**src/rtl/ram_stream_reader_pkg.sv**
```systemverilog
// ram_stream_reader_pkg: FSM state encodings and default bank read latency shared with ram_group integration.
package ram_stream_reader_pkg;

    typedef enum logic [1:0] {
        IDLE  = 2'd0,
        ISSUE = 2'd1,
        DRAIN = 2'd2
    } rsr_state_t;

    localparam int RAM_READ_LATENCY = 3;

endpackage

```
**src/rtl/ram_rd_fifo.sv**
```systemverilog
// ram_rd_fifo: first-word-fall-through synchronous FIFO with occupancy count.
module ram_rd_fifo #(
    parameter int WIDTH = 65,
    parameter int DEPTH = 8
) (
    input  logic                       clk,
    input  logic                       rst,
    input  logic                       push,
    input  logic [WIDTH-1:0]           din,
    input  logic                       pop,
    output logic [WIDTH-1:0]           dout,
    output logic [$clog2(DEPTH+1)-1:0] count,
    output logic                       empty
);
    localparam int AW = $clog2(DEPTH);
    localparam int CW = $clog2(DEPTH+1);

    logic [WIDTH-1:0] mem [DEPTH];
    logic [AW-1:0]    wp, rp;
    logic             full;

    assign empty = count == '0;
    assign full  = count == CW'(DEPTH);
    assign dout  = mem[rp];

    always_ff @(posedge clk) begin
        if (push) mem[wp] <= din;
    end

    always_ff @(posedge clk) begin
        if (rst) begin
            wp    <= '0;
            rp    <= '0;
            count <= '0;
        end else begin
            if (push) wp <= wp + AW'(1);
            if (pop) rp <= rp + AW'(1);
            count <= count + CW'(push) - CW'(pop);
        end
    end

    assert property (@(posedge clk) disable iff (rst) !(push && full && !pop));
    assert property (@(posedge clk) disable iff (rst) !(pop && empty));

endmodule

```
**src/rtl/ram_stream_reader.sv**
```systemverilog
// ram_stream_reader: sequential bank reader with credit-controlled FIFO feeding a valid/ready stream.
// Define RAM_STREAM_READER_STATS_EN to add saturating beat and stall counters.
module ram_stream_reader
    import ram_stream_reader_pkg::*;
#(
    parameter int AWIDTH       = 10,
    parameter int DWIDTH       = 64,
    parameter int READ_LATENCY = RAM_READ_LATENCY,
    parameter int FIFO_DEPTH   = 8
) (
    input  logic              clk,
    input  logic              rst,
    input  logic              cmd_valid,
    output logic              cmd_ready,
    input  logic [AWIDTH-1:0] cmd_addr,
    input  logic [AWIDTH:0]   cmd_len,
    output logic [AWIDTH-1:0] ram_addr,
    output logic [DWIDTH-1:0] ram_d,
    output logic              ram_ce,
    output logic              ram_we,
    input  logic [DWIDTH-1:0] ram_q,
    output logic              dout_valid,
    input  logic              dout_ready,
    output logic [DWIDTH-1:0] dout_data,
    output logic              dout_last,
`ifdef RAM_STREAM_READER_STATS_EN
    output logic              busy,
    output logic [31:0]       stat_beats,
    output logic [31:0]       stat_stall
`else
    output logic              busy
`endif
);
    localparam int CW = $clog2(FIFO_DEPTH+1);

    rsr_state_t              state, state_nx;
    logic [AWIDTH-1:0]       cur_addr;
    logic [AWIDTH:0]         remaining;
    logic [READ_LATENCY-1:0] pv, pl;
    logic [CW-1:0]           count, inflight;
    logic [CW:0]             used;
    logic                    credit_ok, issue, last_issue, accept, pop, empty;

    always_comb begin
        inflight = '0;
        for (int i = 0; i < READ_LATENCY; i++) inflight = inflight + CW'(pv[i]);
    end

    // Buffered plus in-flight words may never exceed the FIFO, so every return has a slot.
    assign used       = {1'b0, count} + {1'b0, inflight};
    assign credit_ok  = used < (CW+1)'(FIFO_DEPTH);
    assign issue      = state == ISSUE && credit_ok;
    assign last_issue = issue && remaining == (AWIDTH+1)'(1);
    assign cmd_ready  = state == IDLE;
    assign accept     = cmd_valid && cmd_ready;
    assign ram_ce     = issue;
    assign ram_addr   = cur_addr;
    assign ram_d      = '0;
    assign ram_we     = 1'b0;
    assign dout_valid = !empty;
    assign pop        = dout_valid && dout_ready;
    assign busy       = state != IDLE || !empty;

    always_comb begin
        state_nx = state;
        state_nx = (state == IDLE && accept && cmd_len != '0) ? ISSUE :
                   (state == ISSUE && last_issue)             ? DRAIN :
                   (state == DRAIN && inflight == '0)         ? IDLE  : state;
    end

    always_ff @(posedge clk) begin
        if (rst) begin
            state     <= IDLE;
            cur_addr  <= '0;
            remaining <= '0;
            pv        <= '0;
            pl        <= '0;
        end else begin
            state <= state_nx;
            pv    <= (pv << 1) | READ_LATENCY'(issue);
            pl    <= (pl << 1) | READ_LATENCY'(last_issue);
            if (accept) begin
                cur_addr  <= cmd_addr;
                remaining <= cmd_len;
            end else if (issue) begin
                cur_addr  <= cur_addr + AWIDTH'(1);
                remaining <= remaining - (AWIDTH+1)'(1);
            end
        end
    end

    ram_rd_fifo #(
        .WIDTH(DWIDTH+1),
        .DEPTH(FIFO_DEPTH)
    ) u_fifo (
        .clk  (clk),
        .rst  (rst),
        .push (pv[READ_LATENCY-1]),
        .din  ({pl[READ_LATENCY-1], ram_q}),
        .pop  (pop),
        .dout ({dout_last, dout_data}),
        .count(count),
        .empty(empty)
    );

`ifdef RAM_STREAM_READER_STATS_EN
    always_ff @(posedge clk) begin
        if (rst) begin
            stat_beats <= '0;
            stat_stall <= '0;
        end else begin
            if (pop && !(&stat_beats)) stat_beats <= stat_beats + 32'd1;
            if (state == ISSUE && !credit_ok && !(&stat_stall)) stat_stall <= stat_stall + 32'd1;
        end
    end
`endif

endmodule

```
**config.mk**
```make
export PLATFORM = sky130hd
export DESIGN_NAME = ram_stream_reader
export DESIGN_NICKNAME = d
export VERILOG_FILES = /design/src/rtl/ram_stream_reader_pkg.sv /design/src/rtl/ram_rd_fifo.sv /design/src/rtl/ram_stream_reader.sv
export SDC_FILE = /design/constraint.sdc
export NUM_CORES = 1
export LEC_CHECK = 0
export ABC_AREA = 1
export ABC_CLOCK_PERIOD_IN_PS = 8500
export BUFFER_PORTS_ARGS = -buffer_cell sky130_fd_sc_hd__buf_4
export CAP_MARGIN = 20
export CORE_MARGIN = 5
export CORE_UTILIZATION = 30
export DETAILED_ROUTE_END_ITERATION = 8
export SETUP_SLACK_MARGIN = 0.3
export SLEW_MARGIN = 20
export SYNTH_ARGS = -nofsm -noshare
export SYNTH_HDL_FRONTEND = slang
export SYNTH_SLANG_ARGS = --single-unit
```
**constraint.sdc**
```tcl
create_clock -name clk -period 8.5 [get_ports clk]
set_input_delay 1.7 -clock clk [delete_from_list [all_inputs] [get_ports clk]]
set_output_delay 1.7 -clock clk [all_outputs]
set_load 0.03 [all_outputs]
```
==> reports/qor.yml <==
hold_end: "pl[2]$_SDFF_PP0_"
synth-edff-count: 520
cp.arrival_ns: 3.55
ir_drop_mv: 0.1606
hold_violations: 0
grt_max_degree: 152
wl_per_cell_um: 18.17
p_comb_share_pct: 25.9
path_max_fanout: 144
fin_ws_ns: 3.245
synth.yosys.seq_area_share_pct: 71.39
synth_area_leader_cell: "edfxtp_1"
timing.fmax_mhz: 190.3
internal-power_uw: 5306
synth_top_area_share_pct: 67.75
insertion_delay_ns: 0.61
status: "finished, final reports clean"
switching_share_pct: 32.04
startpoint_type: "flop"
seq_area_um2: 16460
coreArea_um2: 76080
grt_pass1_wl_um: 86090
netlist_top_cells_count: "edfxtp_1 (520), nor2_1 (450), nand2_1 (268)"
first_iter_violations: 892
ant_nets: 0
grt_setup_unrepaired: "no"
globalplace.congestion: 0.7717
synth_warnings: 0
grt_pass1_vias: 14860
antenna_found_initial: 1
slew_headroom_pct: 28.57
yosys.cell_count.top_type: "edfxtp_1"
vias: 14730
nFillCells: 7367
cts-htree-levels: 2
die_y_um: 287.2
p_switching_uw: 2502
ys.flop_type: "edfxtp_1"
ys_types: 33
critPathRequiredTime_ns: 6.80
path_class: "reg -> out"
syn_area_um2: 23050
grt_usage_pct: 13.30
ys_seq_elements: 562
setup_tns_ns: 0
reg2reg_from: "pv[2]$_SDFF_PP0_"
pwr-share-clk_pct: 33.9
reg2regPathDepth: 10
fin_nets: 2131
rows: 101
clk_pin_slew_ns: 0.06
cts_tree: "yes"
end_kind: "output pin"
async_flop_share_pct: 0
powerDensity_nw_per_um2: 288.6
overflow: 0
skew_ns: 0.02480
fp.dieArea_um2: 82480
io_pins: 233
cts_buffers: 60
multi_input_area_um2: 5589
synthTopCellsByArea: "edfxtp_1 (68%), nor2_1 (7.3%), o32ai_1 (4.9%), nand2_1 (4.4%), dfxtp_1 (3.6%)"
p_seq_share_pct: 40.2
cts_buffer_depth: 3
drv_slew: 0
cts_repair_resize_count: 0
ctsHoldBuffers: 0
maxCapViolCount: 0
num_antenna_cells: 0
dr.pass1.iters: 5
via_per_inst: 4.739
period_share_pct: 61.82
finalCriticalPeriod_ns: 5.255
place_ws_ns: 3.813
hold_start: "pl[1]$_SDFF_PP0_"
cts_root_buf: "clkbuf_16"
r2r_slack_ns: 5.67
holdPathStages: 2
hold_class: "reg -> reg"
worst_pin_slew_ns: 1.071
die_x_um: 287.2
netlist_instances: 1886
total_leakage_power_uw: 0.009547
drc_errors: 0
rr_endpoint: "ram_addr[1]$_SDFFE_PP0P_"
syn_avg_cell_area_um2: 12.22
hpwl_um: 30760
initial_core_util_pct: 30.30
syn_to_final_growth_pct: 17.37
cts_setup_buffers: 0
io_buffers: 167
cts_num_sinks: 562
finalSetupViolations: 0
drive_gt1_share_pct: 15.15
drt_wl_total_um: 56490
layer usage:
metal | routed length [um] | vias to the layer above | GRT usage (%)
li1 | - | 6891 | -
met1 | 24190 | 7338 | 16.70
met2 | 28120 | 428 | 23.80
met3 | 3288 | 74 | 2.665
met4 | 870 | 2 | 2.943
met5 | 13 | - | 0
stage by stage:
step	hold slack [ns]	util, %	total power [uW]	area, um^2	std cells
2_1_floorplan	0.3883	-	4650	23290	1950
3_3_place_gp	0.4168	32.84	5203	24980	2994
3_5_place_dp	0.4002	32.89	5246	25020	2996
4_1_cts	0.4148	35.56	7921	27050	3109
5_1_grt	0.4445	35.56	8234	27050	3109
6_report	0.4063	35.56	7808	27050	3109
worst max-delay path: stages, from the launching register on:
cell     delay (ns)
dfxtp_4        0.60
inv_6          0.76
buf_12         0.56
nor2_1         0.09
o32ai_1        0.28
nand2_1        0.11
nand2_1        0.13
buf_4          0.18
cell usage in the layout, fill, tap and decap left out, types with 2 or more instances in the layout:
master and count:
nor3_2 4, nor2_1 442, xor2_1 5, bufinv_16 8
clkinv_1 5, o21ai_0 154, nand2_2 2, or2_2 3
clkinv_4 4, xnor2_1 2, nand4_1 6, a21oi_1 20
conb_1 65, inv_2 2, dfxtp_4 2, buf_12 4
o32ai_1 130, nor2_4 8, fa_1 2, ha_1 12
nand3_1 25, inv_1 48, inv_6 2, o21bai_1 4
clkbuf_16 62, dfxtp_1 39, nor4_1 3, clkbuf_1 9
nor3_1 3, edfxtp_1 520, clkinv_2 21, nand2_1 268
buf_4 187
layout make-up:
cell class,count,share of cell area [%]
Clock buffer,72,5.911
Inverter,51,0.7261
Timing Repair Buffer,191,5.485
Tap cell,1030,4.764
Multi-Input combinational cell,1162,20.66
Sequential cell,562,60.86
Clock inverter,41,1.596
logic make-up after synthesis:
| logic type | after synthesis | synth area share, % |
|---|---|---|
| fa+ha+maj | 14 | 0.8251 |
| buf+inv | 226 | 5.662 |
| other cells | 1 | 0.01627 |
| xor+xnor | 7 | 0.2660 |
| flops | 562 | 71.39 |
| simple gates | 765 | 12.90 |
| compound gates | 311 | 8.940 |
how the worst max path moves through the flow:
stage | endpoint | cells after the start | slack, ns | start
finish | dout_data[51] | 7 | 3.25 | flop
global route | dout_data[52] | 7 | 2.90 | flop
CTS | dout_data[1] | 7 | 3.11 | flop
detailed placement | dout_data[1] | 7 | 3.81 | flop
global placement | dout_data[63] | 7 | 3.88 | flop
floorplan | u_fifo.mem[0][0]$_DFFE_PP_ | 3 | 4.51 | pv[2]$_SDFF_PP0_
flip-flops by register name (all words and copies together), names as in the netlist, named ones only:
name / flops
remaining: 11
state: 2
u_fifo.rp: 3
pl: 3
u_fifo.wp: 3
u_fifo.count: 4
ram_addr: 10
u_fifo.mem: 520
pv: 3
power groups by stage:
stage,logic (uW),registers (uW),clock network (uW)
after floorplan,1500,3150,0
after global placement,2010,3200,0
after detailed placement,2050,3200,0
after CTS,2050,3140,2730
after global routing,2230,3150,2860
final,2020,3140,2650
Power figures use the tool's default switching activity.
